<file path="src/rtl/rmon_pkg.sv">
// Shared types and arithmetic for the RMON counter store.
package rmon_pkg;

  typedef enum logic {
    OP_UPD = 1'b0,
    OP_RD  = 1'b1
  } op_e;

  typedef enum logic {
    ST_INIT = 1'b0,
    ST_RUN  = 1'b1
  } state_e;

  localparam int MAX_W = 64;

  // Add two w-bit values held in MAX_W containers; clamp to all-ones on carry when sat is set.
  function automatic logic [MAX_W-1:0] sat_add(
    input logic [MAX_W-1:0] a,
    input logic [MAX_W-1:0] b,
    input int               w,
    input logic             sat
  );
    logic [MAX_W:0] sum;
    logic [MAX_W:0] mask;
    logic [MAX_W:0] carry;
    mask  = ({{MAX_W{1'b0}}, 1'b1} << w) - {{MAX_W{1'b0}}, 1'b1};
    sum   = {1'b0, a} + {1'b0, b};
    carry = sum >> w;
    if (sat && carry[0]) begin
      sat_add = mask[MAX_W-1:0];
    end else begin
      sat_add = sum[MAX_W-1:0] & mask[MAX_W-1:0];
    end
  endfunction

endpackage

</file>
<file path="src/rtl/rmon_sdpram.sv">
// Simple dual-port counter RAM: one write port, one registered read port, read-old on collision.
module rmon_sdpram #(
  parameter int DATA_W = 32,
  parameter int ADDR_W = 6
) (
  input  logic              Clk,
  input  logic              we,
  input  logic [ADDR_W-1:0] waddr,
  input  logic [DATA_W-1:0] wdata,
  input  logic [ADDR_W-1:0] raddr,
  output logic [DATA_W-1:0] rdata
);

  logic [DATA_W-1:0] mem [2**ADDR_W];

  always_ff @(posedge Clk) begin
    if (we) begin
      mem[waddr] <= wdata;
    end
    rdata <= mem[raddr];
  end

endmodule

</file>
<file path="src/rtl/rmon_ctr_ram.sv">
// RMON statistics counter store: self-zeroing after reset, in-place read-modify-write
// of posted increments, and a priority CPU read channel with optional clear-on-read.
module rmon_ctr_ram
  import rmon_pkg::*;
#(
  parameter int DATA_W    = 32,
  parameter int ADDR_W    = 6,
  parameter int DELTA_W   = 16,
  parameter int SATURATE  = 0,
  parameter int CLR_ON_RD = 0
) (
  input  logic               Clk,
  input  logic               Reset,
  output logic               Init_busy,
  input  logic               Upd_valid,
  output logic               Upd_ready,
  input  logic [ADDR_W-1:0]  Upd_addr,
  input  logic [DELTA_W-1:0] Upd_delta,
  input  logic               Cpu_rd_req,
  output logic               Cpu_rd_rdy,
  input  logic [ADDR_W-1:0]  Cpu_addr,
  output logic               Cpu_rd_ack,
  output logic [DATA_W-1:0]  Cpu_dout
);

  state_e             state;
  logic [ADDR_W-1:0]  init_addr;
  logic               run;

  logic               rd_fire;
  logic               upd_fire;
  logic               s0_valid;
  op_e                s0_op;
  logic [ADDR_W-1:0]  s0_addr;

  logic               s1_valid;
  op_e                s1_op;
  logic [ADDR_W-1:0]  s1_addr;
  logic [DELTA_W-1:0] s1_delta;
  logic               s1_fwd;
  logic [DATA_W-1:0]  s1_fwd_data;
  logic [DATA_W-1:0]  s1_old;
  logic [DATA_W-1:0]  s1_sum;
  logic [DATA_W-1:0]  s1_wdata;
  logic               s1_we;

  logic               ram_we;
  logic [ADDR_W-1:0]  ram_waddr;
  logic [DATA_W-1:0]  ram_wdata;
  logic [DATA_W-1:0]  ram_rdata;

  assign run        = (state == ST_RUN);
  assign Init_busy  = (state == ST_INIT);
  assign Cpu_rd_rdy = Cpu_rd_req && run;
  assign Upd_ready  = run && !Cpu_rd_req;

  assign rd_fire  = Cpu_rd_req && Cpu_rd_rdy;
  assign upd_fire = Upd_valid && Upd_ready;

  always_comb begin
    s0_valid = rd_fire || upd_fire;
    s0_op    = rd_fire ? OP_RD : OP_UPD;
    s0_addr  = rd_fire ? Cpu_addr : Upd_addr;
  end

  // The RAM read for S0 cannot see the write S1 commits on the same edge; s1_fwd covers that.
  always_comb begin
    s1_old   = s1_fwd ? s1_fwd_data : ram_rdata;
    s1_sum   = DATA_W'(sat_add(MAX_W'(s1_old), MAX_W'(s1_delta), DATA_W, SATURATE != 0));
    s1_we    = s1_valid && ((s1_op == OP_UPD) || (CLR_ON_RD != 0));
    s1_wdata = (s1_op == OP_UPD) ? s1_sum : '0;
  end

  // A write on an edge where Reset is low belongs to a discarded operation.
  always_comb begin
    ram_we    = 1'b0;
    ram_waddr = s1_addr;
    ram_wdata = s1_wdata;
    if (Reset) begin
      if (state == ST_INIT) begin
        ram_we    = 1'b1;
        ram_waddr = init_addr;
        ram_wdata = '0;
      end else begin
        ram_we = s1_we;
      end
    end
  end

  rmon_sdpram #(
    .DATA_W(DATA_W),
    .ADDR_W(ADDR_W)
  ) u_ram (
    .Clk  (Clk),
    .we   (ram_we),
    .waddr(ram_waddr),
    .wdata(ram_wdata),
    .raddr(s0_addr),
    .rdata(ram_rdata)
  );

  always_ff @(posedge Clk) begin
    if (!Reset) begin
      state       <= ST_INIT;
      init_addr   <= '0;
      s1_valid    <= 1'b0;
      s1_op       <= OP_UPD;
      s1_addr     <= '0;
      s1_delta    <= '0;
      s1_fwd      <= 1'b0;
      s1_fwd_data <= '0;
      Cpu_rd_ack  <= 1'b0;
      Cpu_dout    <= '0;
    end else begin
      if (state == ST_INIT) begin
        init_addr <= init_addr + ADDR_W'(1);
        if (init_addr == '1) begin
          state <= ST_RUN;
        end
      end
      s1_valid    <= s0_valid;
      s1_op       <= s0_op;
      s1_addr     <= s0_addr;
      s1_delta    <= Upd_delta;
      s1_fwd      <= s1_we && (s1_addr == s0_addr);
      s1_fwd_data <= s1_wdata;
      Cpu_rd_ack  <= s1_valid && (s1_op == OP_RD);
      if (s1_valid && (s1_op == OP_RD)) begin
        Cpu_dout <= s1_old;
      end
    end
  end

endmodule
</file>
<file path="config.mk">
export PLATFORM = sky130hd
export DESIGN_NAME = rmon_ctr_ram
export DESIGN_NICKNAME = d
export VERILOG_FILES = /design/src/rtl/rmon_pkg.sv /design/src/rtl/rmon_sdpram.sv /design/src/rtl/rmon_ctr_ram.sv
export SDC_FILE = /design/constraint.sdc
export NUM_CORES = 2
export LEC_CHECK = 0
export ABC_CLOCK_PERIOD_IN_PS = 6350
export CAP_MARGIN = 25
export CORE_ASPECT_RATIO = 1.1
export CORE_MARGIN = 3
export CORE_UTILIZATION = 59
export CTS_BUF_LIST = sky130_fd_sc_hd__clkbuf_4
export DETAILED_ROUTE_END_ITERATION = 16
export PLACE_DENSITY = 0.77
export SETUP_SLACK_MARGIN = 0.02
export SLEW_MARGIN = 20
export SYNTH_ARGS = -nofsm -noshare
export SYNTH_HDL_FRONTEND = slang
export SYNTH_HIERARCHICAL = 1
export SYNTH_SLANG_ARGS = --single-unit
</file>
<file path="constraint.sdc">
create_clock -name Clk -period 6.35 [get_ports Clk]
set_input_delay 0.9525 -clock Clk [delete_from_list [all_inputs] [get_ports Clk]]
set_output_delay 0.9525 -clock Clk [all_outputs]
set_load 0.005 [all_outputs]
</file>
# After elaboration in Yosys (flattened, before gate mapping)
# Memories as Yosys holds them, arrays and structs flattened. A register that Yosys moved wholly into a read port is not among the register bits.
# Cells that the tools add are included.
[classes]
add_sub_neg = 2
eq_ne = 2
n_bitwise = 2
reduce_logical = 9
n_mux = 14
[op_table]
columns = ["cell", "n"]
rows = [
  ["$mux W32", 4],
  ["$add A32 B16 Y32", 1],
  ["$mux W6", 3],
  ["$logic_and A1 B1 Y1", 7],
  ["$mux W1", 7],
  ["$add A6 B1 Y6 const B", 1],
  ["$eq A6 B6 Y1", 1],
  ["$eq A6 B6 Y1 const B", 1],
  ["$not A1 Y1", 2],
  ["$logic_not A1 Y1", 1],
  ["$logic_or A1 B1 Y1", 1],
]
[totals]
regBits = 97
mem_bits_rw = 2048
output_inout_bits = 36
elab_cells = 40
mem_count = 1
in_bits = 32
[memory_table]
columns = ["memory", "words", "word_bits", "read_ports", "rd_ports_with_merged_regs", "write_ports", "line", "rtl"]
rows = [
  ["u_ram.mem", 64, 32, 1, 1, 1, "rmon_sdpram.sv:14", "logic [DATA_W-1:0] mem [2**ADDR_W];"],
]

# Depth between registers and ports, before layout
[depth]
ltp_word = 6
mapped_depth = 14
depth_no_buf = 10

# By module
# Netlist, hierarchy kept.
[by_module_without_submodules]
columns = ["mod", "cells_each", "instances", "area_each_um2", "seq_area_each_um2"]
rows = [
  ["rmon_sdpram", 3324, 1, 78515.3, 62139.6],
  ["rmon_ctr_ram", 555, 1, 5113.7, 1941.9],
]

# Least setup slack after synthesis
# No wires, ideal clock.
[synth_path]
kind = "flip-flop to flip-flop"
from = "register s1_fwd"
to = "memory u_ram.mem[0][27], data pin"
required_time_ns = 5.638
path_stages_with_launch = 14
n_path_buf = 4
setup_time_ns = 0.712
path_slack_ns = 0.341
arrival_ns = 5.297
synth_period_minus_slack_ns = 6.009
path_cell_list = "dfxtp_1 -> buf_6 -> buf_6 -> buf_4 -> buf_4 -> mux2i_1 -> inv_1 -> ha_1 -> a211oi_1 -> o211ai_1 -> a21oi_2 -> a21bo_2 -> nor3_1 -> nor3b_1"
[synth_between]
elab_chain_cells = 5
[synth_rtl]
columns = ["item", "line", "rtl"]
rows = [
  ["start: declaration", "rmon_ctr_ram.sv:40", "logic s1_fwd;"],
  ["start signal: assignment", "rmon_ctr_ram.sv:125", "s1_fwd <= s1_we && (s1_addr == s0_addr);"],
  ["$mux W32 (*)", "rmon_ctr_ram.sv:68", "s1_old = s1_fwd ? s1_fwd_data : ram_rdata;"],
  ["named net s1_old[1]", "rmon_ctr_ram.sv:42", "logic [DATA_W-1:0] s1_old;"],
  ["$add A32 B16 Y32 (*)", "rmon_pkg.sv:27", "sum = {1'b0, a} + {1'b0, b};"],
  ["$mux W32 (*)", "rmon_ctr_ram.sv:71", "s1_wdata = (s1_op == OP_UPD) ? s1_sum : '0;"],
  ["$mux W32", "rmon_ctr_ram.sv:80", "if (state == ST_INIT) begin"],
  ["$mux W32 (*)", "rmon_ctr_ram.sv:79", "if (Reset) begin"],
  ["named net ram_wdata[27]", "rmon_ctr_ram.sv:49", "logic [DATA_W-1:0] ram_wdata;"],
  ["end: declaration", "rmon_sdpram.sv:14", ""],
]
# Mark *: on every way through the listed nets, which the timed path passes. The rest lies on a longest branch.

# Worst setup path in the final report
[layout_path]
from = "register s1_fwd"
to = "memory u_ram.mem[52][16], data pin"
# Same word-level chain as after synthesis.

==> impl_metrics.tcl <==
set metrics [dict create \
    outcome "finished, final reports clean" \
    crit_required_ns 7.44 \
    dpl.hpwl_mm 122.9 \
    crit_fanout 34 \
    achievable-frequency_mhz 210.0 \
    power_density_nw_per_um2 311.7 \
    cell_by_cell_trace_of_the_critical_path "buf_4 -> mux2_2 -> ha_1 -> o211ai_1 -> a21oi_1 -> o211ai_1 -> nand2_1 -> xnor2_1 -> nor2_4 -> buf_4" \
    x_dimension_of_the_die_um 365.0 \
    vias 44250 \
    floorplan.initialDensity 0.5958 \
    synth_edf_count 2048 \
    clock_sinks 2177 \
    clock_insertion_delay_worst_skew_ns 1.38 \
    h-tree-depth 5 \
    final-setup-viol-count 0 \
    io_pins 68 \
    gp_congestion 0.8761 \
    worstMarginPinSlew_ns 1.063 \
    timing.hold.worst_endpoint "s1_valid" \
    count_of_maximum_capacitance_violations 0 \
    post_drt_via_cell_ratio 6.655 \
    crit_family "compound AO/OA/AOI/OAI gates" \
    io_buffers 67 \
    final-max-slew-violation-count 0 \
    ctsLongestPathBuffers 4 \
    synth-seq-area-share 0.7663 \
    tritoncts.num_buffers 497 \
    synth_warnings 6 \
    fillers 8615 \
    worst_setup_ep_type "register" \
    finalHoldViolCount 0 \
    synthToLayoutAreaGrowth_pct 12.79 \
    number_of_antenna_violations_at_the_first_check_in_global_routing 19 \
    rr_endpoint "u_ram/mem[52][16]" \
    final_min_period_over_clock_period 0.7500 \
    min_delay_path_depth 2 \
    r2r_cells 10 \
    design.die.area_um2 146300 \
    clock_tree_from_tritoncts "done" \
    critPathArrivalTime_ns 5.85 \
    worst_r2r_startpoint "s1_fwd" \
    mappedNetlistNets 3929 \
    grtUsageTotal 0.2944 \
    globalRoute.totalOverflow 0 \
    core_area_um2 140400 \
    power.ir.vdd_worst_mv 0.1985 \
    grt_setup_unrepaired "no" \
    r2r_setup_slack_ns 1.59 \
    drc 0 \
    cp_slowest_cell "sky130_fd_sc_hd__nor2_4" \
    setup_ws_ns 1.588 \
    post_cts.resized_instances 0 \
    stdcell_count 6648 \
    layout_min_cycle_time_ns 4.762 \
    wl_mm 211.3 \
    pre_cts_ws_ns 0.7834 \
    cp-start-kind "register" \
    final_cell_mix "2048 x sky130_fd_sc_hd__edfxtp_1, 746 x sky130_fd_sc_hd__clkbuf_4, 544 x sky130_fd_sc_hd__mux4_2, 167 x sky130_fd_sc_hd__buf_4" \
    timing_worst_setup_path_type "register to register" \
    setup_total_negative_slack_ns 0 \
    dp_cells 5754 \
    hold_buffers 0 \
    grt_max_degree 69 \
    finClkSkew_ns 0.08526 \
    postSynthCellCount 3879 \
    grt_first_pass_wirelength_mm 306.1 \
    yosys_most_used_dff "sky130_fd_sc_hd__edfxtp_1" \
    max-slew-margin-rel 0.2898 \
    netlist-cell-type-count 69 \
    dr.pass1.iters 5 \
    drt-wirelength-per-cell_um 31.78 \
    worst_setup_hold_path_clk_slew_ns 0.07 \
    final_antenna_net_count 0 \
    final_common_cell "sky130_fd_sc_hd__edfxtp_1" \
    finish.net_count 4482 \
    post_synth_instance_area_um2 83630 \
    avgSynthCellArea_um2 21.56 \
    standby_leakage_power_nw 30.89 \
    hold_class "primary input to register" \
    async_reset_ff_frac 0 \
    worst-path-buf-inv 2 \
    worst_path_largest_cell_delay_ns 0.73 \
    ratio_of_cells_with_drive_above_1_in_the_final_layout 0.3432 \
    die_h_um 400.9 \
    min-delay-start "Upd_valid" \
    drt_first_iter_violations 6731 \
    ys_ff_latch 2177 \
    cell_row_count 144 \
    post-cts-setup-buffers 0 \
    grt_pass1_vias 44440 \
    root_buffer "sky130_fd_sc_hd__clkbuf_4" \
]
[metrics by stage]
| stage | hold WS, ns | util | instance area (um2) | total power, mW |
|---|---|---|---|---|
| global placement | 0.4748 | 0.6266 | 87940 | 19.00 |
| global route | 0.1423 | 0.6719 | 94310 | 30.43 |
| CTS | 0.06524 | 0.6712 | 94200 | 29.53 |
| finish | 0.1890 | 0.6720 | 94320 | 29.40 |
| floorplan | 0.4454 | - | 83630 | 18.02 |
| detailed placement | 0.4865 | 0.6273 | 88040 | 19.09 |
[cell families after synthesis]
logic type / Yosys count / share of synthesized area
AO/OA/AOI/OAI: 307 / 0.02496
XOR/XNOR: 29 / 0.003037
adder cells (fa/ha/maj): 18 / 0.002783
buffers and inverters: 219 / 0.01258
flip-flops: 2177 / 0.7663
multiplexers: 699 / 0.1655
AND/OR/NAND/NOR: 430 / 0.02491
[state kept, by name, summed over array words and instances (netlist names)]
signal	count
u_ram/mem	2048
Cpu_dout	32
s1_fwd_data	32
u_ram/rdata	32
s1_delta	16
init_addr	6
s1_addr	6
Cpu_rd_ack	1
run	1
s1_fwd	1
s1_op	1
s1_valid	1
[synthesized netlist by cell type (6+ instances only)]
library cell,number,area share
sky130_fd_sc_hd__a21boi_0,7,0.00063
sky130_fd_sc_hd__a21o_1,6,0.00054
sky130_fd_sc_hd__a21oi_1,91,0.0054
sky130_fd_sc_hd__a22oi_1,12,0.0011
sky130_fd_sc_hd__a311oi_1,8,0.00084
sky130_fd_sc_hd__and2_1,24,0.0018
sky130_fd_sc_hd__and3_1,8,0.00060
sky130_fd_sc_hd__buf_1,24,0.0011
sky130_fd_sc_hd__buf_2,61,0.0037
sky130_fd_sc_hd__buf_4,27,0.0024
sky130_fd_sc_hd__buf_6,7,0.00094
sky130_fd_sc_hd__clkbuf_1,88,0.0039
sky130_fd_sc_hd__dfxtp_1,129,0.031
sky130_fd_sc_hd__edfxtp_1,2048,0.74
sky130_fd_sc_hd__ha_1,17,0.0025
sky130_fd_sc_hd__inv_1,12,0.00054
sky130_fd_sc_hd__mux2_2,25,0.0034
sky130_fd_sc_hd__mux2i_1,129,0.015
sky130_fd_sc_hd__mux4_2,544,0.15
sky130_fd_sc_hd__nand2_1,72,0.0032
sky130_fd_sc_hd__nand2b_1,15,0.0011
sky130_fd_sc_hd__nand3_1,12,0.00072
sky130_fd_sc_hd__nand4_1,11,0.00082
sky130_fd_sc_hd__nor2_1,189,0.0085
sky130_fd_sc_hd__nor2b_1,42,0.0031
sky130_fd_sc_hd__nor3_1,18,0.0011
sky130_fd_sc_hd__nor3b_1,8,0.00072
sky130_fd_sc_hd__o211a_1,17,0.0020
sky130_fd_sc_hd__o21ai_0,12,0.00072
sky130_fd_sc_hd__o221ai_1,28,0.0029
sky130_fd_sc_hd__o22ai_1,84,0.0063
sky130_fd_sc_hd__xnor2_1,12,0.0013
sky130_fd_sc_hd__xor2_1,17,0.0018
[power by group]
group	total [mW]	switching [mW]	internal, mW
Sequential	16.4	0.0925	16.3
Combinational	2.41	1.70	0.710
Clock	10.6	5.20	5.38
[metal layers]
layer	track usage	wire length [um]	vias to the layer above
met5	0	41	-
met4	0.1317	8989	6
met3	0.08365	28670	463
met2	0.4358	98460	3415
met1	0.4151	75120	22650
li1	-	-	17710
[worst max-delay path by stage]
stage / startpoint / slack, ns / to / depth (start not counted)
after floorplan: s1_fwd / 0.34 / u_ram/mem[0][27] / 13
after global placement: Cpu_rd_req / 0.75 / u_ram/rdata[30] / 10
after detailed placement: Cpu_rd_req / 0.78 / u_ram/rdata[30] / 10
after CTS: s1_fwd / 1.59 / u_ram/mem[34][26] / 10
after global routing: s1_fwd / 1.43 / u_ram/mem[0][29] / 10
final: s1_fwd / 1.59 / u_ram/mem[52][16] / 10
[worst reg2reg max path: stages (launching register included)]
cell and delay (ns):
sky130_fd_sc_hd__dfxtp_2 0.69, sky130_fd_sc_hd__buf_4 0.45, sky130_fd_sc_hd__mux2_2 0.44, sky130_fd_sc_hd__ha_1 0.36
sky130_fd_sc_hd__o211ai_1 0.22, sky130_fd_sc_hd__a21oi_1 0.10, sky130_fd_sc_hd__o211ai_1 0.59, sky130_fd_sc_hd__nand2_1 0.17
sky130_fd_sc_hd__xnor2_1 0.22, sky130_fd_sc_hd__nor2_4 0.73, sky130_fd_sc_hd__buf_4 0.47
[final cells by class]
| class | count | area (um2) | share of cell area |
|---|---|---|---|
| antenna | 10 | 25.02 | 0.0002653 |
| clock buffer | 746 | 5600 | 0.05938 |
| clock inverter | 134 | 558.0 | 0.005916 |
| inverter | 12 | 70.07 | 0.0007429 |
| multi-input combinational | 1483 | 19200 | 0.2036 |
| sequential | 2177 | 64080 | 0.6794 |
| tap | 1825 | 2283 | 0.02421 |
| timing repair buffer | 261 | 2497 | 0.02648 |
Note: power is estimated with default switching activity, not from simulation.
